<file path="config.mk">
export PLATFORM = sky130hd
export DESIGN_NAME = alu_ctrl_fsm_flat
export DESIGN_NICKNAME = d
export VERILOG_FILES = /design/src/rtl/alu_ctrl_fsm_pkg.sv /design/src/rtl/alu_ctrl_fsm_if.sv /design/src/rtl/alu_ctrl_fsm_op_decode.sv /design/src/rtl/alu_ctrl_fsm.sv /design/src/flat_wrapper.sv
export SDC_FILE = /design/constraint.sdc
export NUM_CORES = 1
export LEC_CHECK = 0
export CORE_ASPECT_RATIO = 1.4
export CORE_MARGIN = 2
export CORE_UTILIZATION = 32
export DETAILED_ROUTE_END_ITERATION = 10
export PLACE_DENSITY = 0.76
export REMOVE_ABC_BUFFERS = 1
export SLEW_MARGIN = 20
export SYNTH_ARGS = -nofsm -noshare
export SYNTH_HDL_FRONTEND = slang
export SYNTH_SLANG_ARGS = --single-unit
export TNS_END_PERCENT = 1
</file>
<file path="constraint.sdc">
create_clock -name CLK -period 4.4 [get_ports CLK]
set_input_delay 0.44 -clock CLK [delete_from_list [all_inputs] [get_ports CLK]]
set_output_delay 0.44 -clock CLK [all_outputs]
set_load 0.03 [all_outputs]
</file>
<file path="src/rtl/alu_ctrl_fsm_pkg.sv">
// Shared constants and types for the multicycle ALU control unit and its decoder.
package alu_ctrl_fsm_pkg;

  typedef enum logic [2:0] {
    S_RESET  = 3'd0,
    S_FETCH  = 3'd1,
    S_DECODE = 3'd2,
    S_EXEC   = 3'd3,
    S_MEMACC = 3'd4,
    S_WBACK  = 3'd5,
    S_TRAP   = 3'd6
  } state_e;

  // Instruction classes as seen by the sequencer
  typedef enum logic [2:0] {
    C_NONE = 3'd0,
    C_RALU = 3'd1,
    C_IALU = 3'd2,
    C_LW   = 3'd3,
    C_SW   = 3'd4,
    C_BEQ  = 3'd5,
    C_BNE  = 3'd6,
    C_J    = 3'd7
  } iclass_e;

  localparam logic [2:0] ALU_AND  = 3'b000;
  localparam logic [2:0] ALU_OR   = 3'b001;
  localparam logic [2:0] ALU_XOR  = 3'b010;
  localparam logic [2:0] ALU_NOR  = 3'b011;
  localparam logic [2:0] ALU_ADD  = 3'b100;
  localparam logic [2:0] ALU_SUB  = 3'b101;
  localparam logic [2:0] ALU_SLTU = 3'b110;
  localparam logic [2:0] ALU_SLLV = 3'b111;

  localparam logic [5:0] OPC_R    = 6'h00;
  localparam logic [5:0] OPC_J    = 6'h02;
  localparam logic [5:0] OPC_BEQ  = 6'h04;
  localparam logic [5:0] OPC_BNE  = 6'h05;
  localparam logic [5:0] OPC_ADDI = 6'h08;
  localparam logic [5:0] OPC_ANDI = 6'h0C;
  localparam logic [5:0] OPC_ORI  = 6'h0D;
  localparam logic [5:0] OPC_XORI = 6'h0E;
  localparam logic [5:0] OPC_LW   = 6'h23;
  localparam logic [5:0] OPC_SW   = 6'h2B;

  localparam logic [5:0] FN_SLLV = 6'h04;
  localparam logic [5:0] FN_ADD  = 6'h20;
  localparam logic [5:0] FN_SUB  = 6'h22;
  localparam logic [5:0] FN_AND  = 6'h24;
  localparam logic [5:0] FN_OR   = 6'h25;
  localparam logic [5:0] FN_XOR  = 6'h26;
  localparam logic [5:0] FN_NOR  = 6'h27;
  localparam logic [5:0] FN_SLTU = 6'h2B;

  localparam logic [1:0] SRCB_REG = 2'd0;
  localparam logic [1:0] SRCB_4   = 2'd1;
  localparam logic [1:0] SRCB_IMM = 2'd2;
  localparam logic [1:0] SRCB_BR  = 2'd3;

  localparam logic [1:0] PCS_ALU = 2'd0;
  localparam logic [1:0] PCS_BR  = 2'd1;
  localparam logic [1:0] PCS_JMP = 2'd2;
  localparam logic [1:0] PCS_EXC = 2'd3;

  localparam logic [1:0] EXC_NONE = 2'b00;
  localparam logic [1:0] EXC_OF   = 2'b01;
  localparam logic [1:0] EXC_ILL  = 2'b10;
  localparam logic [1:0] EXC_BUS  = 2'b11;

  typedef struct packed {
    logic [2:0] alu_op;    // op to use in EXEC
    logic       ext_zero;  // zero-extend the immediate
    iclass_e    cls;
    logic       illegal;
    logic       of_chk;    // add/sub/addi: overflow is meaningful
  } dec_t;

endpackage

</file>
<file path="src/rtl/alu_ctrl_fsm_if.sv">
// Control/flag bundle between the sequencer (master) and the datapath (slave).
interface alu_ctrl_fsm_if;
  logic [31:0] INSTR;
  logic        ZF;
  logic        OF;
  logic        MEM_RDY;
  logic [2:0]  ALU_OP;
  logic        ALU_SRC_A;
  logic [1:0]  ALU_SRC_B;
  logic        EXT_ZERO;
  logic        PC_WE;
  logic        IR_WE;
  logic        REG_WE;
  logic        ALUOUT_WE;
  logic [1:0]  PC_SRC;
  logic        REG_DST;
  logic        MEM_TO_REG;
  logic        MEM_RD;
  logic        MEM_WR;
  logic        EXC;
  logic [1:0]  EXC_CAUSE;
  logic [2:0]  STATE;

  modport master (
    input  INSTR, ZF, OF, MEM_RDY,
    output ALU_OP, ALU_SRC_A, ALU_SRC_B, EXT_ZERO, PC_WE, IR_WE, REG_WE, ALUOUT_WE,
           PC_SRC, REG_DST, MEM_TO_REG, MEM_RD, MEM_WR, EXC, EXC_CAUSE, STATE
  );

  modport slave (
    output INSTR, ZF, OF, MEM_RDY,
    input  ALU_OP, ALU_SRC_A, ALU_SRC_B, EXT_ZERO, PC_WE, IR_WE, REG_WE, ALUOUT_WE,
           PC_SRC, REG_DST, MEM_TO_REG, MEM_RD, MEM_WR, EXC, EXC_CAUSE, STATE
  );
endinterface

</file>
<file path="src/rtl/alu_ctrl_fsm_op_decode.sv">
// Combinational instruction decoder: INSTR -> ALU op, immediate extension, class, illegal.
// Kept free of sequencing so a pipelined core can reuse it as-is.
module alu_op_decode
  import alu_ctrl_fsm_pkg::*;
(
  input  logic [31:0] instr,
  output dec_t        dec
);

  logic [5:0] opc, fn;
  assign opc = instr[31:26];
  assign fn  = instr[5:0];

  // Table decode; anything not listed stays illegal (addu, addiu, ... included)
  always_comb begin
    dec          = '0;
    dec.alu_op   = ALU_ADD;
    dec.cls      = C_NONE;
    dec.illegal  = 1'b1;
    case (opc)
      OPC_R: begin
        dec.cls     = C_RALU;
        dec.illegal = 1'b0;
        case (fn)
          FN_ADD:  begin dec.alu_op = ALU_ADD; dec.of_chk = 1'b1; end
          FN_SUB:  begin dec.alu_op = ALU_SUB; dec.of_chk = 1'b1; end
          FN_AND:  dec.alu_op = ALU_AND;
          FN_OR:   dec.alu_op = ALU_OR;
          FN_XOR:  dec.alu_op = ALU_XOR;
          FN_NOR:  dec.alu_op = ALU_NOR;
          FN_SLTU: dec.alu_op = ALU_SLTU;
          FN_SLLV: dec.alu_op = ALU_SLLV;
          default: begin dec.cls = C_NONE; dec.illegal = 1'b1; end
        endcase
      end
      OPC_ADDI: begin dec.cls = C_IALU; dec.illegal = 1'b0; dec.of_chk = 1'b1; end
      OPC_ANDI: begin dec.cls = C_IALU; dec.illegal = 1'b0; dec.alu_op = ALU_AND; dec.ext_zero = 1'b1; end
      OPC_ORI:  begin dec.cls = C_IALU; dec.illegal = 1'b0; dec.alu_op = ALU_OR;  dec.ext_zero = 1'b1; end
      OPC_XORI: begin dec.cls = C_IALU; dec.illegal = 1'b0; dec.alu_op = ALU_XOR; dec.ext_zero = 1'b1; end
      OPC_LW:   begin dec.cls = C_LW;   dec.illegal = 1'b0; end
      OPC_SW:   begin dec.cls = C_SW;   dec.illegal = 1'b0; end
      OPC_BEQ:  begin dec.cls = C_BEQ;  dec.illegal = 1'b0; dec.alu_op = ALU_SUB; end
      OPC_BNE:  begin dec.cls = C_BNE;  dec.illegal = 1'b0; dec.alu_op = ALU_SUB; end
      OPC_J:    begin dec.cls = C_J;    dec.illegal = 1'b0; end
      default:  ;
    endcase
  end

endmodule

</file>
<file path="src/rtl/alu_ctrl_fsm.sv">
// Multicycle control unit: sequences FETCH/DECODE/EXEC/MEMACC/WBACK/TRAP and
// steers the datapath muxes/enables around the ALU.
module alu_ctrl_fsm
  import alu_ctrl_fsm_pkg::*;
#(
  parameter bit          TRAP_ON_OF      = 1'b1,
  parameter bit          TRAP_ON_ILLEGAL = 1'b1,
  parameter int unsigned MEM_TIMEOUT     = 0
)(
  input  logic           CLK,
  input  logic           RST_N,
  alu_ctrl_fsm_if.master bus
);

  localparam bit         TMO_EN   = (MEM_TIMEOUT != 0);
  localparam logic [7:0] TMO_LAST = 8'(MEM_TIMEOUT - 1);

  state_e     state_q, state_d;
  logic [7:0] cnt_q, cnt_d;
  logic [1:0] cause_q, cause_d;
  logic       tmo_hit;
  dec_t       dec;

  alu_op_decode u_dec (.instr(bus.INSTR), .dec(dec));

  // Expiry only on a low cycle, so a same-cycle MEM_RDY completion wins
  assign tmo_hit = TMO_EN && !bus.MEM_RDY && (cnt_q == TMO_LAST);

  assign bus.EXC_CAUSE = cause_q;
  assign bus.STATE     = state_q;

  // State, wait counter and trap cause registers
  always_ff @(posedge CLK or negedge RST_N) begin
    if (!RST_N) begin
      state_q <= S_RESET;
      cnt_q   <= '0;
      cause_q <= EXC_NONE;
    end else begin
      state_q <= state_d;
      cnt_q   <= cnt_d;
      cause_q <= cause_d;
    end
  end

  // Next state and control outputs
  always_comb begin
    state_d        = state_q;
    cause_d        = cause_q;
    bus.ALU_OP     = ALU_ADD;
    bus.ALU_SRC_A  = 1'b0;
    bus.ALU_SRC_B  = SRCB_REG;
    bus.EXT_ZERO   = 1'b0;
    bus.PC_WE      = 1'b0;
    bus.IR_WE      = 1'b0;
    bus.REG_WE     = 1'b0;
    bus.ALUOUT_WE  = 1'b0;
    bus.PC_SRC     = PCS_ALU;
    bus.REG_DST    = 1'b0;
    bus.MEM_TO_REG = 1'b0;
    bus.MEM_RD     = 1'b0;
    bus.MEM_WR     = 1'b0;
    bus.EXC        = 1'b0;

    case (state_q)
      S_RESET: state_d = S_FETCH;

      S_FETCH: begin
        bus.MEM_RD    = 1'b1;
        bus.ALU_SRC_B = SRCB_4;
        if (bus.MEM_RDY) begin
          bus.IR_WE = 1'b1;
          bus.PC_WE = 1'b1;
          state_d   = S_DECODE;
        end else if (tmo_hit) begin
          // PC stays put: the trap vector write is the only PC update
          state_d = S_TRAP;
          cause_d = EXC_BUS;
        end
      end

      S_DECODE: begin
        // Branch target computed speculatively into ALUOut
        bus.ALU_SRC_B = SRCB_BR;
        bus.ALUOUT_WE = 1'b1;
        if (dec.cls == C_J) begin
          bus.PC_WE  = 1'b1;
          bus.PC_SRC = PCS_JMP;
          state_d    = S_FETCH;
        end else if (dec.illegal) begin
          if (TRAP_ON_ILLEGAL) begin
            state_d = S_TRAP;
            cause_d = EXC_ILL;
          end else begin
            state_d = S_FETCH;
          end
        end else begin
          state_d = S_EXEC;
        end
      end

      S_EXEC: begin
        bus.ALU_SRC_A = 1'b1;
        bus.ALU_OP    = dec.alu_op;
        bus.EXT_ZERO  = dec.ext_zero;
        case (dec.cls)
          C_BEQ, C_BNE: begin
            bus.ALU_SRC_B = SRCB_REG;
            bus.PC_SRC    = PCS_BR;
            bus.PC_WE     = (dec.cls == C_BEQ) ? bus.ZF : !bus.ZF;
            state_d       = S_FETCH;
          end
          C_RALU: begin
            bus.ALU_SRC_B = SRCB_REG;
            bus.ALUOUT_WE = 1'b1;
            state_d       = S_WBACK;
          end
          default: begin
            bus.ALU_SRC_B = SRCB_IMM;
            bus.ALUOUT_WE = 1'b1;
            state_d       = (dec.cls == C_LW || dec.cls == C_SW) ? S_MEMACC : S_WBACK;
          end
        endcase
        // Overflow trap preempts writeback, so REG_WE is never issued
        if (TRAP_ON_OF && dec.of_chk && bus.OF) begin
          state_d = S_TRAP;
          cause_d = EXC_OF;
        end
      end

      S_MEMACC: begin
        bus.MEM_RD = (dec.cls == C_LW);
        bus.MEM_WR = (dec.cls == C_SW);
        if (bus.MEM_RDY) begin
          state_d = (dec.cls == C_LW) ? S_WBACK : S_FETCH;
        end else if (tmo_hit) begin
          state_d = S_TRAP;
          cause_d = EXC_BUS;
        end
      end

      S_WBACK: begin
        bus.REG_WE     = 1'b1;
        bus.REG_DST    = (dec.cls == C_RALU);
        bus.MEM_TO_REG = (dec.cls == C_LW);
        state_d        = S_FETCH;
      end

      S_TRAP: begin
        bus.EXC    = 1'b1;
        bus.PC_WE  = 1'b1;
        bus.PC_SRC = PCS_EXC;
        state_d    = S_FETCH;
      end

      default: state_d = S_RESET;
    endcase

    // Counter restarts on every entry to a request state, counts low cycles while waiting
    if ((state_q == S_FETCH || state_q == S_MEMACC) && state_d == state_q) cnt_d = cnt_q + 8'd1;
    else                                                                 cnt_d = '0;
  end

endmodule

</file>
<file path="src/flat_wrapper.sv">
// flat-port wrapper written by rule: the top's interface ports become plain ports
module alu_ctrl_fsm_flat import alu_ctrl_fsm_pkg::*;
#(
  parameter bit          TRAP_ON_OF      = 1'b1,
  parameter bit          TRAP_ON_ILLEGAL = 1'b1,
  parameter int unsigned MEM_TIMEOUT     = 0
)
  (CLK, RST_N, bus_INSTR, bus_ZF, bus_OF, bus_MEM_RDY, bus_ALU_OP, bus_ALU_SRC_A, bus_ALU_SRC_B, bus_EXT_ZERO, bus_PC_WE, bus_IR_WE, bus_REG_WE, bus_ALUOUT_WE, bus_PC_SRC, bus_REG_DST, bus_MEM_TO_REG, bus_MEM_RD, bus_MEM_WR, bus_EXC, bus_EXC_CAUSE, bus_STATE);
  alu_ctrl_fsm_if bus_i ();
  input  logic CLK;
  input  logic RST_N;
  input wire logic [$bits(bus_i.INSTR)-1:0] bus_INSTR;
  input wire logic [$bits(bus_i.ZF)-1:0] bus_ZF;
  input wire logic [$bits(bus_i.OF)-1:0] bus_OF;
  input wire logic [$bits(bus_i.MEM_RDY)-1:0] bus_MEM_RDY;
  output wire logic [$bits(bus_i.ALU_OP)-1:0] bus_ALU_OP;
  output wire logic [$bits(bus_i.ALU_SRC_A)-1:0] bus_ALU_SRC_A;
  output wire logic [$bits(bus_i.ALU_SRC_B)-1:0] bus_ALU_SRC_B;
  output wire logic [$bits(bus_i.EXT_ZERO)-1:0] bus_EXT_ZERO;
  output wire logic [$bits(bus_i.PC_WE)-1:0] bus_PC_WE;
  output wire logic [$bits(bus_i.IR_WE)-1:0] bus_IR_WE;
  output wire logic [$bits(bus_i.REG_WE)-1:0] bus_REG_WE;
  output wire logic [$bits(bus_i.ALUOUT_WE)-1:0] bus_ALUOUT_WE;
  output wire logic [$bits(bus_i.PC_SRC)-1:0] bus_PC_SRC;
  output wire logic [$bits(bus_i.REG_DST)-1:0] bus_REG_DST;
  output wire logic [$bits(bus_i.MEM_TO_REG)-1:0] bus_MEM_TO_REG;
  output wire logic [$bits(bus_i.MEM_RD)-1:0] bus_MEM_RD;
  output wire logic [$bits(bus_i.MEM_WR)-1:0] bus_MEM_WR;
  output wire logic [$bits(bus_i.EXC)-1:0] bus_EXC;
  output wire logic [$bits(bus_i.EXC_CAUSE)-1:0] bus_EXC_CAUSE;
  output wire logic [$bits(bus_i.STATE)-1:0] bus_STATE;
  assign bus_i.INSTR = bus_INSTR;
  assign bus_i.ZF = bus_ZF;
  assign bus_i.OF = bus_OF;
  assign bus_i.MEM_RDY = bus_MEM_RDY;
  assign bus_ALU_OP = bus_i.ALU_OP;
  assign bus_ALU_SRC_A = bus_i.ALU_SRC_A;
  assign bus_ALU_SRC_B = bus_i.ALU_SRC_B;
  assign bus_EXT_ZERO = bus_i.EXT_ZERO;
  assign bus_PC_WE = bus_i.PC_WE;
  assign bus_IR_WE = bus_i.IR_WE;
  assign bus_REG_WE = bus_i.REG_WE;
  assign bus_ALUOUT_WE = bus_i.ALUOUT_WE;
  assign bus_PC_SRC = bus_i.PC_SRC;
  assign bus_REG_DST = bus_i.REG_DST;
  assign bus_MEM_TO_REG = bus_i.MEM_TO_REG;
  assign bus_MEM_RD = bus_i.MEM_RD;
  assign bus_MEM_WR = bus_i.MEM_WR;
  assign bus_EXC = bus_i.EXC;
  assign bus_EXC_CAUSE = bus_i.EXC_CAUSE;
  assign bus_STATE = bus_i.STATE;
  alu_ctrl_fsm #(.TRAP_ON_OF(TRAP_ON_OF), .TRAP_ON_ILLEGAL(TRAP_ON_ILLEGAL), .MEM_TIMEOUT(MEM_TIMEOUT)) u_core (.CLK(CLK), .RST_N(RST_N), .bus(bus_i));
endmodule
</file>
After elaboration in Yosys (flattened, before gate mapping)
Index checks and enable logic that the tools add are counted.
W data, S select, Z words.
{"block": "totals", "word_cells": 94, "regBits": 5, "inputBits": 37}
{"block": "classes", "muxes": 42, "n_eq_ne": 34, "n_reduce_logical": 16}
{"cell": "$eq A6 B6 Y1 const B", "n": 9}
{"cell": "$pmux W3 S5", "n": 2}
{"cell": "$pmux W4 S7", "n": 1}
{"cell": "$eq A6 B4 Y1 const B", "n": 4}
{"cell": "$eq A3 B3 Y1 const B", "n": 7}
{"cell": "$mux W3", "n": 7}
{"cell": "$pmux W3 S7", "n": 1}
{"cell": "$eq A6 B3 Y1 const B", "n": 3}
{"cell": "$mux W1", "n": 17}
{"cell": "$mux W2", "n": 6}
{"cell": "$pmux W2 S3", "n": 2}
{"cell": "$eq A3 B2 Y1 const B", "n": 3}
{"cell": "$reduce_or A3 Y1", "n": 3}
{"cell": "$reduce_or A8 Y1", "n": 1}
{"cell": "$eq A3 B1 Y1 const B", "n": 2}
{"cell": "$eq A6 B2 Y1 const B", "n": 1}
{"cell": "$logic_not A6 Y1", "n": 1}
{"cell": "$ne A2 B2 Y1 const B", "n": 3}
{"cell": "$pmux W1 S2", "n": 3}
{"cell": "$pmux W3 S2", "n": 1}
{"cell": "$reduce_or A2 Y1", "n": 3}
{"cell": "$ne A2 B1 Y1 const B", "n": 2}
{"cell": "$pmux W1 S4", "n": 1}
{"cell": "$pmux W2 S2", "n": 1}
{"cell": "other kinds (8)", "n": 8}

Logic depth before layout (Yosys ltp)
Gate-level depths: netlist of the first run.
{"block": "logic_depth", "ltp_word": 10, "ltp_mapped": 7, "mapped_depth_nobuf": 5}

Modules after synthesis
A second synthesis of the first run with hierarchy kept.
{"block": "hier_totals", "cells_unflattened": 130, "hier_area_um2": 940.9}
{"module": "alu_ctrl_fsm", "area_per_inst_um2": 559.3, "seq_area_each_um2": 125.1, "instances": 1, "cells_each": 69}
{"module": "alu_op_decode", "area_per_inst_um2": 381.6, "seq_area_each_um2": 0.0, "instances": 1, "cells_each": 61}

Least setup slack after synthesis of the first run
OpenSTA, ideal clock, no wires.
{"block": "synth_timing", "path_type": "flip-flop to output port", "startpoint": "reg u_core.state_q[0] (netlist: u_core.bus.STATE[0])", "endpoint": "out bus_ALU_SRC_B[1]", "arrival_time_ps": 2245, "n_path_buf": 1, "path_stages_with_launch": 7, "required_time_ps": 3960, "setup_slack_ps": 1715, "cell_sequence": "dfrtp_1 clkbuf_1 nor2b_1 nand2_1 inv_1 nand2_1 o21ai_0"}
{"block": "synth_via", "elab_chain_len": 2}
{"element": "start: declaration", "line": "alu_ctrl_fsm.sv:18", "text": "state_e state_q, state_d;"}
{"element": "start signal: assignment", "line": "alu_ctrl_fsm.sv:39", "text": "state_q <= state_d;"}
{"element": "$eq A3 B2 Y1 or $eq A3 B1 Y1 (tied branches)"}
{"element": "$pmux W2 S3 *", "line": "alu_ctrl_fsm.sv:64", "text": "case (state_q)"}
{"element": "end: declaration", "line": "flat_wrapper.sv:18", "text": "output wire logic [$bits(bus_i.ALU_SRC_B)-1:0] bus_ALU_SRC_B;"}
Mark *: on every way between the ends. The rest lies on a longest branch, timed or not.

Worst setup path after layout of the first run
{"block": "layout_timing", "startpoint": "in bus_INSTR[2]", "endpoint": "out bus_REG_DST"}
{"block": "layout_via", "elab_chain_len": 6}
{"element": "start: declaration", "line": "flat_wrapper.sv:12", "text": "input wire logic [$bits(bus_i.INSTR)-1:0] bus_INSTR;"}
{"element": "$eq A6 B6 Y1 or $eq A6 B3 Y1 (tied branches)", "line": "alu_ctrl_fsm_op_decode.sv:24", "text": "case (fn)"}
{"element": "$reduce_or A8 Y1 (no line) *"}
{"element": "$mux W2 *", "line": "alu_ctrl_fsm_op_decode.sv:24"}
{"element": "$pmux W4 S7 *", "line": "alu_ctrl_fsm_op_decode.sv:20", "text": "case (opc)"}
{"element": "$eq A3 B1 Y1 *", "line": "alu_ctrl_fsm.sv:143", "text": "bus.REG_DST = (dec.cls == C_RALU);"}
{"element": "$mux W1 *", "line": "alu_ctrl_fsm.sv:64"}
{"element": "end: declaration", "line": "flat_wrapper.sv:25", "text": "output wire logic [$bits(bus_i.REG_DST)-1:0] bus_REG_DST;"}
Marked as above.

==> impl_metrics.prom, run 1 <==
# TYPE chip_impl_metric gauge
chip_impl_metric{name="cts-buffers-inserted",unit=""} 3
chip_impl_info{name="worstPathCellList",value="clkdlybuf4s50_1 -> or3b_1 -> a311o_1 -> a21oi_1 -> o22a_1 -> and3_1 -> clkdlybuf4s50_1"} 1
chip_impl_metric{name="die_area",unit="mm2"} 0.00297
chip_impl_metric{name="post_drt_via_cell_ratio",unit=""} 5.39
chip_impl_metric{name="design.final.nets",unit=""} 196
chip_impl_metric{name="post_synth.cell_area_avg",unit="um2"} 6.67
chip_impl_metric{name="reg2reg_setup_slack",unit="ns"} 2.85
chip_impl_metric{name="netlist_instances",unit=""} 122
chip_impl_info{name="critical-path-top-delay-family",value="buffers and inverters"} 1
chip_impl_info{name="synth.largest_area_cell",value="sky130_fd_sc_hd__dfrtp_1"} 1
chip_impl_metric{name="total_power",unit="mW"} 0.541
chip_impl_metric{name="global_route_wire_length_before_repair",unit="um"} 4110
chip_impl_metric{name="setup_ws",unit="ns"} 0.993
chip_impl_info{name="rsz0062_at_grt",value="false"} 1
chip_impl_metric{name="grt_antenna_before_repair",unit=""} 0
chip_impl_info{name="worst_path_max_delay_cell",value="sky130_fd_sc_hd__clkdlybuf4s50_1"} 1
chip_impl_metric{name="worst_slew_margin_rel",unit="%"} 72.7
chip_impl_metric{name="worstPathMaxFanout",unit=""} 7
chip_impl_metric{name="core_area",unit="mm2"} 0.00239
chip_impl_metric{name="cts.clk_slew.worst_paths",unit="ns"} 0.04
chip_impl_metric{name="finalCritPeriodShare",unit="%"} 77.4
chip_impl_metric{name="dpl-instance-area",unit="mm2"} 0.00121
chip_impl_info{name="tritoncts",value="done"} 1
chip_impl_metric{name="crit_arrival",unit="ns"} 2.97
chip_impl_metric{name="max-clock-path-buffers",unit=""} 2
chip_impl_metric{name="finalSetupTns",unit="ns"} 0
chip_impl_metric{name="final-instance-count-excl-fill",unit=""} 192
chip_impl_info{name="timing.rr.start",value="u_core.bus.STATE[2]"} 1
chip_impl_metric{name="fin_worst_hold_slack",unit="ns"} 0.414
chip_impl_metric{name="worstPathBufferInverterCount",unit=""} 2
chip_impl_metric{name="initial_utilization",unit="%"} 34.0
chip_impl_metric{name="die_width",unit="um"} 46.6
chip_impl_metric{name="route.detailed.wl_per_inst",unit="um"} 13.0
chip_impl_metric{name="drt_drc_violations_left",unit=""} 0
chip_impl_metric{name="synth_cell_types",unit=""} 42
chip_impl_metric{name="drt_first_iter_violations",unit=""} 31
chip_impl_info{name="setup.worst_path.start_class",value="input pin"} 1
chip_impl_metric{name="hold_buf_cts",unit=""} 0
chip_impl_metric{name="grt_usage",unit="%"} 17.9
chip_impl_metric{name="antenna_violating_nets_left",unit=""} 0
chip_impl_info{name="synth_flop_cell",value="sky130_fd_sc_hd__dfrtp_1"} 1
chip_impl_metric{name="finalWeightedCongestion",unit=""} 0.848
chip_impl_info{name="criticalPathCategory",value="in -> out"} 1
chip_impl_metric{name="worstRegToRegCells",unit=""} 5
chip_impl_metric{name="timing_worst_slew_pin_value",unit="ns"} 0.408
chip_impl_metric{name="grt_start_max_net_pins",unit=""} 12
chip_impl_metric{name="cts-resized-gates",unit=""} 0
chip_impl_metric{name="insertion_delay",unit="ns"} 0.24
chip_impl_metric{name="postSynth.asyncResetShare",unit="%"} 100
chip_impl_metric{name="synthDominantCellAreaShare",unit="%"} 15.4
chip_impl_metric{name="number_of_hold_violations_in_the_final_report",unit=""} 0
chip_impl_info{name="r2r_end",value="u_core.bus.STATE[0]"} 1
chip_impl_metric{name="power.density",unit="mW/mm2"} 436
chip_impl_info{name="outcome",value="finished, final reports clean"} 1
chip_impl_metric{name="boundaryPins",unit=""} 60
chip_impl_metric{name="maxClockFrequency",unit="MHz"} 294
chip_impl_info{name="most_frequent_cell_on_the_critical_path",value="sky130_fd_sc_hd__clkdlybuf4s50_1"} 1
chip_impl_metric{name="p_leak",unit="nW"} 0.489
chip_impl_metric{name="max_cap_check_violation_count",unit=""} 0
chip_impl_metric{name="setup_ws_pre_cts",unit="ns"} 1.00
chip_impl_metric{name="yosys_warnings",unit=""} 0
chip_impl_metric{name="grt_pass1_vias",unit=""} 1003
chip_impl_metric{name="cp_max_stage_delay",unit="ns"} 0.67
chip_impl_metric{name="req_time_crit_path",unit="ns"} 3.96
chip_impl_info{name="synth_top_cells_by_area",value="sky130_fd_sc_hd__dfrtp_1 (15%), sky130_fd_sc_hd__nor3_1 (6.8%), sky130_fd_sc_hd__o21ai_0 (6.8%)"} 1
chip_impl_info{name="ctsRootBufferMaster",value="sky130_fd_sc_hd__clkbuf_4"} 1
chip_impl_metric{name="post-place-cells",unit=""} 188
chip_impl_metric{name="design_area",unit="mm2"} 0.00124
chip_impl_metric{name="count_of_clock_tree_sinks",unit=""} 5
chip_impl_metric{name="vias",unit=""} 1034
chip_impl_metric{name="die_h",unit="um"} 63.7
chip_impl_metric{name="peakVddDrop",unit="mV"} 0.206
chip_impl_metric{name="timing.final.max_slew_violations",unit=""} 0
chip_impl_metric{name="cts-htree-levels",unit=""} 1
chip_impl_metric{name="synth_sequential_area_ratio",unit="%"} 15.4
chip_impl_metric{name="worst_clock_skew",unit="ns"} 0.00112
chip_impl_metric{name="synth-edff-count",unit=""} 0
chip_impl_metric{name="synth_area",unit="um2"} 813
chip_impl_metric{name="cts_setup_buffers",unit=""} 0
chip_impl_metric{name="area_growth",unit="%"} 52.6
chip_impl_info{name="holdCritPathClass",value="in -> async"} 1
chip_impl_metric{name="drt_pre_antenna_iters",unit=""} 4
chip_impl_metric{name="setup_viol",unit=""} 0
chip_impl_info{name="worstSetupEndpointType",value="output port"} 1
chip_impl_metric{name="place_hpwl",unit="um"} 2010
chip_impl_metric{name="finalWirelength",unit="um"} 2490
chip_impl_metric{name="utilization",unit="%"} 51.9
chip_impl_metric{name="rows",unit=""} 21
chip_impl_metric{name="n_antenna_cell",unit=""} 0
chip_impl_metric{name="fin_crit",unit="ns"} 3.41
chip_impl_metric{name="synth-seq-cells",unit=""} 5
chip_impl_metric{name="globalRoute.totalOverflow",unit=""} 0
chip_impl_metric{name="final_layout_size_suffix_gt1_share",unit="%"} 5.70
chip_impl_metric{name="io_buffer_count",unit=""} 39
layout make-up:
class / instances / area, um2
repair buffers: 39 / 390
well taps: 34 / 42.5
flip-flops and latches: 5 / 125
inverters: 8 / 30.0
multi-input cells: 102 / 627
clock buffers: 4 / 26.3
fillers: 244 / 1150
state kept, by name, indices dropped and copies added, names as in the netlist:
signal / count
u_core.bus.EXC_CAUSE: 2
u_core.bus.STATE: 3
synth_stat cells, types with 2 or more instances:
master	count
sky130_fd_sc_hd__a21oi_1	5
sky130_fd_sc_hd__and3_1	2
sky130_fd_sc_hd__nor3_1	11
sky130_fd_sc_hd__buf_2	3
sky130_fd_sc_hd__a31oi_1	3
sky130_fd_sc_hd__nand2b_1	2
sky130_fd_sc_hd__nor2_1	12
sky130_fd_sc_hd__xnor2_1	2
sky130_fd_sc_hd__dfrtp_1	5
sky130_fd_sc_hd__or3b_1	2
sky130_fd_sc_hd__inv_1	8
sky130_fd_sc_hd__a21o_1	2
sky130_fd_sc_hd__a311o_1	2
sky130_fd_sc_hd__nand3_1	3
sky130_fd_sc_hd__nand2_1	12
sky130_fd_sc_hd__or2b_1	2
sky130_fd_sc_hd__nor4_1	2
sky130_fd_sc_hd__o21ai_0	11
sky130_fd_sc_hd__nor2b_1	7
sky130_fd_sc_hd__clkbuf_1	3
sky130_fd_sc_hd__or3_1	2
cells in the final DEF (no fill, tap or decap), types with 5 or more instances in the layout:
| cell type | n |
|---|---|
| sky130_fd_sc_hd__dfrtp_1 | 5 |
| sky130_fd_sc_hd__nor3_1 | 11 |
| sky130_fd_sc_hd__inv_1 | 8 |
| sky130_fd_sc_hd__o21ai_0 | 11 |
| sky130_fd_sc_hd__nor2_1 | 12 |
| sky130_fd_sc_hd__nand2_1 | 12 |
| sky130_fd_sc_hd__nor2b_1 | 7 |
| sky130_fd_sc_hd__clkdlybuf4s50_1 | 39 |
| sky130_fd_sc_hd__a21oi_1 | 5 |
where the power goes:
group          switching [mW]  internal [mW]  leakage [nW]  total, mW
clock network          0.0182         0.0342        0.0150     0.0524
logic                   0.229          0.165         0.415      0.394
registers              0.0344         0.0601        0.0594     0.0946
worst max path at each step:
stage	start	to	slack, ns	cells after the start
6_report	bus_INSTR[2]	bus_REG_DST	0.99	7
2_1_floorplan	u_core.bus.STATE[0]	bus_ALU_SRC_B[1]	1.85	5
3_3_place_gp	bus_INSTR[2]	bus_REG_DST	1.01	7
3_5_place_dp	bus_INSTR[2]	bus_REG_DST	1.00	7
5_1_grt	bus_INSTR[2]	bus_REG_DST	0.90	7
4_1_cts	bus_INSTR[2]	bus_REG_DST	1.0	7
routing by layer:
metal,up-vias,GRT usage [%],share of wire (%)
met5,-,0,0
met4,0,8.21,1.9
met3,8,2.29,6.7
met1,462,20.3,40
li1,514,-,-
met2,50,31.1,52
logic make-up after synthesis:
kind of cell           Yosys count  share of synthesized area [%]
AND/OR/NAND/NOR                 63                           42.2
AO/OA/AOI/OAI                   34                           29.1
multiplexers                     2                           2.62
buffers and inverters           15                           7.54
flip-flops                       5                           15.4
XOR/XNOR                         3                           3.23
Note: power is estimated with default switching activity, not from simulation.
==> inputs of run 2 (changes only) <==
Settings changed: CORE_UTILIZATION 32 to 31, PLACE_DENSITY 0.76 to 0.77.
Clock period 4.4 ns to 3 ns, I/O delays scaled along.
==> run 2 against run 1 <==
Clock power is 45% higher. Largest cell class unchanged. Routed wire length increased by 3.4%. Critical endpoint is now bus_ALU_SRC_B[1]. Largest power group unchanged. Clock skew is 0.0013 ns higher. Critical path type unchanged. Highest routed layer unchanged. Die area up 3.0%.
==> impl_metrics.prom, run 2 (synthesis gave the netlist of run 1 again) <==
# TYPE chip_impl_metric gauge
chip_impl_metric{name="sw_frac_of_total",unit="%"} 52.0
chip_impl_metric{name="p_leak",unit="nW"} 0.528
chip_impl_metric{name="num-fill-cells",unit=""} 262
chip_impl_metric{name="worstRegToRegCells",unit=""} 5
chip_impl_metric{name="worst_clock_skew",unit="ns"} 0.00240
chip_impl_metric{name="core_area",unit="mm2"} 0.00256
chip_impl_metric{name="fin_crit",unit="ns"} 2.78
chip_impl_metric{name="multi_input_area",unit="um2"} 627
chip_impl_metric{name="vias",unit=""} 1089
chip_impl_info{name="criticalPathCategory",value="in -> out"} 1
chip_impl_metric{name="grt_start_max_net_pins",unit=""} 12
chip_impl_info{name="layout.cells.most_common",value="sky130_fd_sc_hd__clkdlybuf4s50_1"} 1
chip_impl_metric{name="grt_usage",unit="%"} 18.4
chip_impl_metric{name="peakVddDrop",unit="mV"} 0.286
chip_impl_metric{name="power.sequential.fraction",unit="%"} 17.3
chip_impl_metric{name="route.detailed.wl_per_inst",unit="um"} 12.8
chip_impl_metric{name="maxClockFrequency",unit="MHz"} 359
chip_impl_metric{name="final_layout_size_suffix_gt1_share",unit="%"} 10.3
chip_impl_metric{name="max_cap_check_violation_count",unit=""} 0
chip_impl_metric{name="clock_group_share_of_total_power",unit="%"} 9.6
chip_impl_metric{name="die_h",unit="um"} 64.6
chip_impl_metric{name="number_of_hold_violations_in_the_final_report",unit=""} 0
chip_impl_metric{name="antenna_violating_nets_left",unit=""} 0
chip_impl_metric{name="final-instance-count-excl-fill",unit=""} 201
chip_impl_metric{name="count_of_clock_tree_sinks",unit=""} 5
chip_impl_metric{name="initial_utilization",unit="%"} 31.8
chip_impl_metric{name="timing.final.max_slew_violations",unit=""} 0
chip_impl_metric{name="grt_pass1_vias",unit=""} 1033
chip_impl_metric{name="share_comb_of_total_power",unit="%"} 73.1
chip_impl_metric{name="cts.clk_slew.worst_paths",unit="ns"} 0.04
chip_impl_info{name="rsz0062_at_grt",value="false"} 1
chip_impl_metric{name="power_report.internal_total",unit="mW"} 0.381
chip_impl_metric{name="setup_viol",unit=""} 0
chip_impl_metric{name="rows",unit=""} 22
chip_impl_metric{name="grt_antenna_before_repair",unit=""} 0
chip_impl_metric{name="crit_arrival",unit="ns"} 2.48
chip_impl_info{name="most-common-layout-cells",value="sky130_fd_sc_hd__clkdlybuf4s50_1 (37), sky130_fd_sc_hd__nand2_1 (12), sky130_fd_sc_hd__nor2_1 (12), sky130_fd_sc_hd__nor3_1 (11), sky130_fd_sc_hd__o21ai_0 (11)"} 1
chip_impl_metric{name="finalCritPeriodShare",unit="%"} 92.7
chip_impl_metric{name="number_of_flip_flops_under_the_largest_register_name",unit=""} 3
chip_impl_metric{name="drt_pre_antenna_iters",unit=""} 4
chip_impl_info{name="setup.worst_path.start_class",value="input pin"} 1
chip_impl_info{name="worstSetupEndpointType",value="output port"} 1
chip_impl_metric{name="cts-buffers-inserted",unit=""} 3
chip_impl_metric{name="insertion_delay",unit="ns"} 0.24
chip_impl_metric{name="global_route_wire_length_before_repair",unit="um"} 4300
chip_impl_metric{name="p_sw",unit="mW"} 0.412
chip_impl_metric{name="power.density",unit="mW/mm2"} 613
chip_impl_metric{name="drt_drc_violations_left",unit=""} 0
chip_impl_metric{name="post-place-cells",unit=""} 197
chip_impl_metric{name="place_hpwl",unit="um"} 2120
chip_impl_metric{name="cts_setup_buffers",unit=""} 0
chip_impl_metric{name="finalWeightedCongestion",unit=""} 0.857
chip_impl_metric{name="area_growth",unit="%"} 58.9
chip_impl_metric{name="n_antenna_cell",unit=""} 0
chip_impl_metric{name="hold_buf_cts",unit=""} 0
chip_impl_info{name="tritoncts",value="done"} 1
chip_impl_metric{name="boundaryPins",unit=""} 60
chip_impl_metric{name="utilization",unit="%"} 50.5
chip_impl_metric{name="timing_worst_slew_pin_value",unit="ns"} 0.431
chip_impl_metric{name="max-clock-path-buffers",unit=""} 2
chip_impl_info{name="holdCritPathClass",value="in -> async"} 1
chip_impl_metric{name="die_width",unit="um"} 47.3
chip_impl_metric{name="finalWirelength",unit="um"} 2580
chip_impl_metric{name="ff_latch_area",unit="um2"} 125
chip_impl_metric{name="io_buffer_count",unit=""} 39
chip_impl_metric{name="drt_first_iter_violations",unit=""} 29
chip_impl_info{name="ctsRootBufferMaster",value="sky130_fd_sc_hd__clkbuf_4"} 1
chip_impl_metric{name="worstPathMaxFanout",unit=""} 7
chip_impl_metric{name="req_time_crit_path",unit="ns"} 2.70
chip_impl_info{name="outcome",value="finished, final reports clean"} 1
chip_impl_metric{name="reg2reg_setup_slack",unit="ns"} 1.42
chip_impl_metric{name="post_drt_via_cell_ratio",unit=""} 5.42
chip_impl_metric{name="cts-htree-levels",unit=""} 1
chip_impl_metric{name="worst_slew_margin_rel",unit="%"} 71.1
chip_impl_metric{name="die_area",unit="mm2"} 0.00306
chip_impl_metric{name="globalRoute.totalOverflow",unit=""} 0
chip_impl_metric{name="design.final.nets",unit=""} 203
run 2: changes by cell type in the layout (fill, tap and decap cells not counted):
| cell | previous run | this run |
|---|---|---|
| sky130_fd_sc_hd__buf_4 | 0 | 8 |
| sky130_fd_sc_hd__dlygate4sd2_1 | 0 | 1 |
| sky130_fd_sc_hd__clkdlybuf4s50_1 | 39 | 37 |
run 2: repair_timing:
| item | CTS | global route |
|---|---|---|
| gates resized for setup | 1 | 0 |
| hold endpoints to repair | 0 | 0 |
| endpoints found under the setup margin | 1 | 0 |
run 2: through the flow:
| stage | setup WS, ns | power [mW] | instance area, um2 | TNS [ns] | hold WS (ns) |
|---|---|---|---|---|---|
| floorplan | 0.587 | 0.472 | 782 | 0 | 0.00441 |
| global placement | 0.0597 | 0.714 | 1270 | 0 | 0.460 |
| detailed placement | -0.00776 | 0.723 | 1270 | -0.00776 | 0.489 |
| CTS | 0.222 | 0.797 | 1290 | 0 | 0.269 |
| global route | 0.0720 | 0.849 | 1290 | 0 | 0.288 |
| finish | 0.218 | 0.792 | 1290 | 0 | 0.273 |
run 2: final timing paths:
check / from / endpoint
min in group CLK: u_core.bus.EXC_CAUSE[0] / u_core.bus.EXC_CAUSE[0]
min: RST_N / u_core.bus.STATE[2]
max in group asynchronous: RST_N / u_core.bus.EXC_CAUSE[0]
max: bus_INSTR[2] / bus_ALU_SRC_B[1]
min reg2reg: u_core.bus.EXC_CAUSE[0] / u_core.bus.EXC_CAUSE[0]
max reg2reg: u_core.bus.STATE[2] / u_core.bus.STATE[0]
run 2: cell type report:
type	count	share of cell area (%)
timing repair buffer	46	34.0
inverter	8	2.32
clock buffer	4	2.03
tap	36	3.48
sequential	5	9.68
multi-input combinational	102	48.5
run 2: layer usage:
layer	track usage [%]	up-vias	wire length, um
li1	-	523	-
met1	19.9	509	980
met2	31.9	47	1420
met3	2.79	10	114
met4	9.72	0	65
met5	0	-	0
run 2: worst max-delay path, cell delays in order:
cell and delay [ns]:
sky130_fd_sc_hd__clkdlybuf4s50_1 0.56, sky130_fd_sc_hd__or3b_1 0.38, sky130_fd_sc_hd__a311o_1 0.38, sky130_fd_sc_hd__a21oi_1 0.21
sky130_fd_sc_hd__o22a_1 0.20, sky130_fd_sc_hd__o21ai_0 0.08, sky130_fd_sc_hd__dlygate4sd2_1 0.37
run 2: power by group through the flow:
| stage | registers (mW) | clock network [mW] | logic [mW] |
|---|---|---|---|
| after floorplan | 0.166 | 0 | 0.306 |
| after global placement | 0.136 | 0 | 0.578 |
| after detailed placement | 0.138 | 0 | 0.585 |
| after CTS | 0.137 | 0.0796 | 0.581 |
| after global routing | 0.146 | 0.0818 | 0.620 |
| final | 0.137 | 0.0758 | 0.579 |
==> inputs of run 3 (changes only) <==
Clock period 3 ns to 2.2 ns, I/O delays scaled along.
==> run 3 against run 2 <==
Sequential power rose by 11%. Clock skew fell by 0.0015 ns. Via count grew 7.2%. Largest cell class is now non-clock buffers. Highest routed layer unchanged.
==> impl_metrics.prom, run 3 (synthesis gave the netlist of run 1 again) <==
# TYPE chip_impl_metric gauge
chip_impl_info{name="tritoncts",value="done"} 1
chip_impl_metric{name="power.density",unit="mW/mm2"} 760
chip_impl_metric{name="finalCritPeriodShare",unit="%"} 98.0
chip_impl_metric{name="wirelength_met1",unit="um"} 1140
chip_impl_metric{name="antenna_violating_nets_left",unit=""} 0
chip_impl_info{name="outcome",value="finished, final reports clean"} 1
chip_impl_metric{name="p_leak",unit="nW"} 0.754
chip_impl_metric{name="cts-htree-levels",unit=""} 1
chip_impl_metric{name="power.sequential.fraction",unit="%"} 13.1
chip_impl_metric{name="place_hpwl",unit="um"} 2440
chip_impl_metric{name="worst_slew_margin_rel",unit="%"} 79.0
chip_impl_info{name="timing.rr.start",value="u_core.bus.STATE[0]"} 1
chip_impl_metric{name="worstRegToRegCells",unit=""} 6
chip_impl_metric{name="max_cap_check_violation_count",unit=""} 0
chip_impl_metric{name="initial_utilization",unit="%"} 31.8
chip_impl_metric{name="die_area",unit="mm2"} 0.00306
chip_impl_metric{name="req_time_crit_path",unit="ns"} 1.98
chip_impl_metric{name="power_report.internal_total",unit="mW"} 0.573
chip_impl_metric{name="cts-buffers-inserted",unit=""} 3
chip_impl_metric{name="fin_worst_hold_slack",unit="ns"} 0.198
chip_impl_metric{name="finalSetupTns",unit="ns"} 0
chip_impl_metric{name="area_growth",unit="%"} 88.2
chip_impl_metric{name="cts_setup_buffers",unit=""} 0
chip_impl_metric{name="vias",unit=""} 1167
chip_impl_metric{name="grt_pass1_vias",unit=""} 1161
chip_impl_info{name="ctsRootBufferMaster",value="sky130_fd_sc_hd__clkbuf_4"} 1
chip_impl_metric{name="final-instance-count-excl-fill",unit=""} 231
chip_impl_metric{name="cts.clk_slew.worst_paths",unit="ns"} 0.04
chip_impl_metric{name="post-place-cells",unit=""} 227
chip_impl_metric{name="grt_antenna_before_repair",unit=""} 0
chip_impl_metric{name="global_route_wire_length_before_repair",unit="um"} 4780
chip_impl_info{name="r2r_end",value="u_core.bus.STATE[0]"} 1
chip_impl_info{name="rsz0062_at_grt",value="true"} 1
chip_impl_info{name="worstSetupEndpointType",value="output port"} 1
chip_impl_metric{name="core_area",unit="mm2"} 0.00256
chip_impl_metric{name="post_drt_via_cell_ratio",unit=""} 5.05
chip_impl_metric{name="detailroute.wirelength.met3",unit="um"} 77
chip_impl_metric{name="setup_ws_pre_cts",unit="ns"} -0.198
chip_impl_metric{name="design.final.nets",unit=""} 233
chip_impl_metric{name="hold_buf_cts",unit=""} 0
chip_impl_metric{name="grt_usage",unit="%"} 20.3
chip_impl_metric{name="insertion_delay",unit="ns"} 0.24
chip_impl_metric{name="max-clock-path-buffers",unit=""} 2
chip_impl_metric{name="die_h",unit="um"} 64.6
chip_impl_info{name="startpoint",value="bus_INSTR[1]"} 1
chip_impl_metric{name="sw_frac_of_total",unit="%"} 50.7
chip_impl_metric{name="timing_worst_slew_pin_value",unit="ns"} 0.312
chip_impl_metric{name="finalWeightedCongestion",unit=""} 0.841
chip_impl_info{name="routed.top_layer",value="met4"} 1
chip_impl_metric{name="reg2reg_setup_slack",unit="ns"} 0.65
chip_impl_metric{name="finalWirelength",unit="um"} 2930
chip_impl_metric{name="number_of_flip_flops_under_the_largest_register_name",unit=""} 3
chip_impl_metric{name="die_width",unit="um"} 47.3
chip_impl_metric{name="count_of_clock_tree_sinks",unit=""} 5
chip_impl_metric{name="p_sw",unit="mW"} 0.591
chip_impl_metric{name="worstPathMaxFanout",unit=""} 2
chip_impl_metric{name="globalRoute.totalOverflow",unit=""} 0
chip_impl_metric{name="grt_start_max_net_pins",unit=""} 11
chip_impl_metric{name="setup_viol",unit=""} 0
chip_impl_metric{name="drt_first_iter_violations",unit=""} 26
chip_impl_metric{name="boundaryPins",unit=""} 60
chip_impl_metric{name="n_antenna_cell",unit=""} 0
chip_impl_info{name="worst_setup_path_endpoint",value="bus_REG_DST"} 1
chip_impl_metric{name="rows",unit=""} 22
chip_impl_metric{name="drt_pre_antenna_iters",unit=""} 4
chip_impl_metric{name="peakVddDrop",unit="mV"} 0.428
chip_impl_metric{name="worst_clock_skew",unit="ns"} 0.000899
chip_impl_metric{name="timing.final.max_slew_violations",unit=""} 0
chip_impl_metric{name="share_comb_of_total_power",unit="%"} 77.8
chip_impl_metric{name="route.detailed.wl_per_inst",unit="um"} 12.7
chip_impl_metric{name="wl_met2",unit="um"} 1680
chip_impl_metric{name="final_layout_size_suffix_gt1_share",unit="%"} 31.8
chip_impl_metric{name="drt_drc_violations_left",unit=""} 0
chip_impl_info{name="setup.worst_path.start_class",value="input pin"} 1
chip_impl_metric{name="clock_group_share_of_total_power",unit="%"} 9.1
chip_impl_metric{name="fin_crit",unit="ns"} 2.16
chip_impl_metric{name="setup_ws",unit="ns"} 0.0439
chip_impl_metric{name="maxClockFrequency",unit="MHz"} 464
chip_impl_info{name="most-common-layout-cells",value="sky130_fd_sc_hd__buf_4 (45), sky130_fd_sc_hd__clkdlybuf4s50_1 (17), sky130_fd_sc_hd__nand2_1 (12), sky130_fd_sc_hd__nor2_1 (12), sky130_fd_sc_hd__nor3_1 (11)"} 1
chip_impl_metric{name="crit_arrival",unit="ns"} 1.94
chip_impl_info{name="holdCritPathClass",value="in -> async"} 1
chip_impl_metric{name="number_of_hold_violations_in_the_final_report",unit=""} 0
chip_impl_info{name="criticalPathCategory",value="in -> out"} 1
chip_impl_info{name="layout.cells.most_common",value="sky130_fd_sc_hd__buf_4"} 1
chip_impl_metric{name="io_buffer_count",unit=""} 39
-- run 3: worst min path at each step --
stage | startpoint | to | slack [ns] | depth (start not counted)
global route | RST_N | u_core.bus.STATE[2] | 0.22 | 1
global placement | RST_N | u_core.bus.STATE[1] | 0.45 | 1
detailed placement | RST_N | u_core.bus.STATE[1] | 0.45 | 1
finish | RST_N | u_core.bus.EXC_CAUSE[0] | 0.20 | 1
CTS | RST_N | u_core.bus.EXC_CAUSE[1] | 0.20 | 1
floorplan | RST_N | u_core.bus.EXC_CAUSE[0] | -0.08 | 0
-- run 3: power groups by stage --
stage          Combinational, mW  Clock [mW]  Sequential [mW]
2_1_floorplan              0.417           0            0.227
3_5_place_dp               0.910           0            0.153
6_report                   0.906       0.106            0.152
5_1_grt                    0.974       0.110            0.158
4_1_cts                    0.905       0.106            0.152
3_3_place_gp               0.894           0            0.152
-- run 3: final cells by class --
cell class / instances / area, um2
timing repair buffer: 76 / 657
clock buffer: 4 / 26.3
tap: 36 / 45.0
multi-input combinational: 102 / 647
sequential: 5 / 125
fill: 227 / 1030
inverter: 8 / 30.0
-- run 3: what timing repair did --
item / in CTS / in global routing
resized for setup: 8 / 13
pin swaps: 2 / 4
endpoints found under the setup margin: 4 / 4
-- run 3: per-stage QoR --
step / power, mW / util [%] / area [um2]
floorplan: 0.644 / - / 782
global placement: 1.05 / 57.3 / 1470
detailed placement: 1.06 / 57.3 / 1470
CTS: 1.16 / 58.4 / 1490
global route: 1.24 / 59.8 / 1530
finish: 1.16 / 59.8 / 1530
-- run 3: critical path: stages --
cell and delay, ns:
sky130_fd_sc_hd__clkdlybuf4s50_1 0.41, sky130_fd_sc_hd__or3b_1 0.36, sky130_fd_sc_hd__a311o_1 0.31, sky130_fd_sc_hd__a21oi_2 0.14
sky130_fd_sc_hd__o22a_1 0.18, sky130_fd_sc_hd__and3_4 0.19, sky130_fd_sc_hd__buf_6 0.12
-- run 3: layer usage --
metal	global-route usage, %	up-vias
met4	5.90	0
met5	0	-
met2	38.7	29
met1	22.5	547
li1	-	587
met3	0.279	4
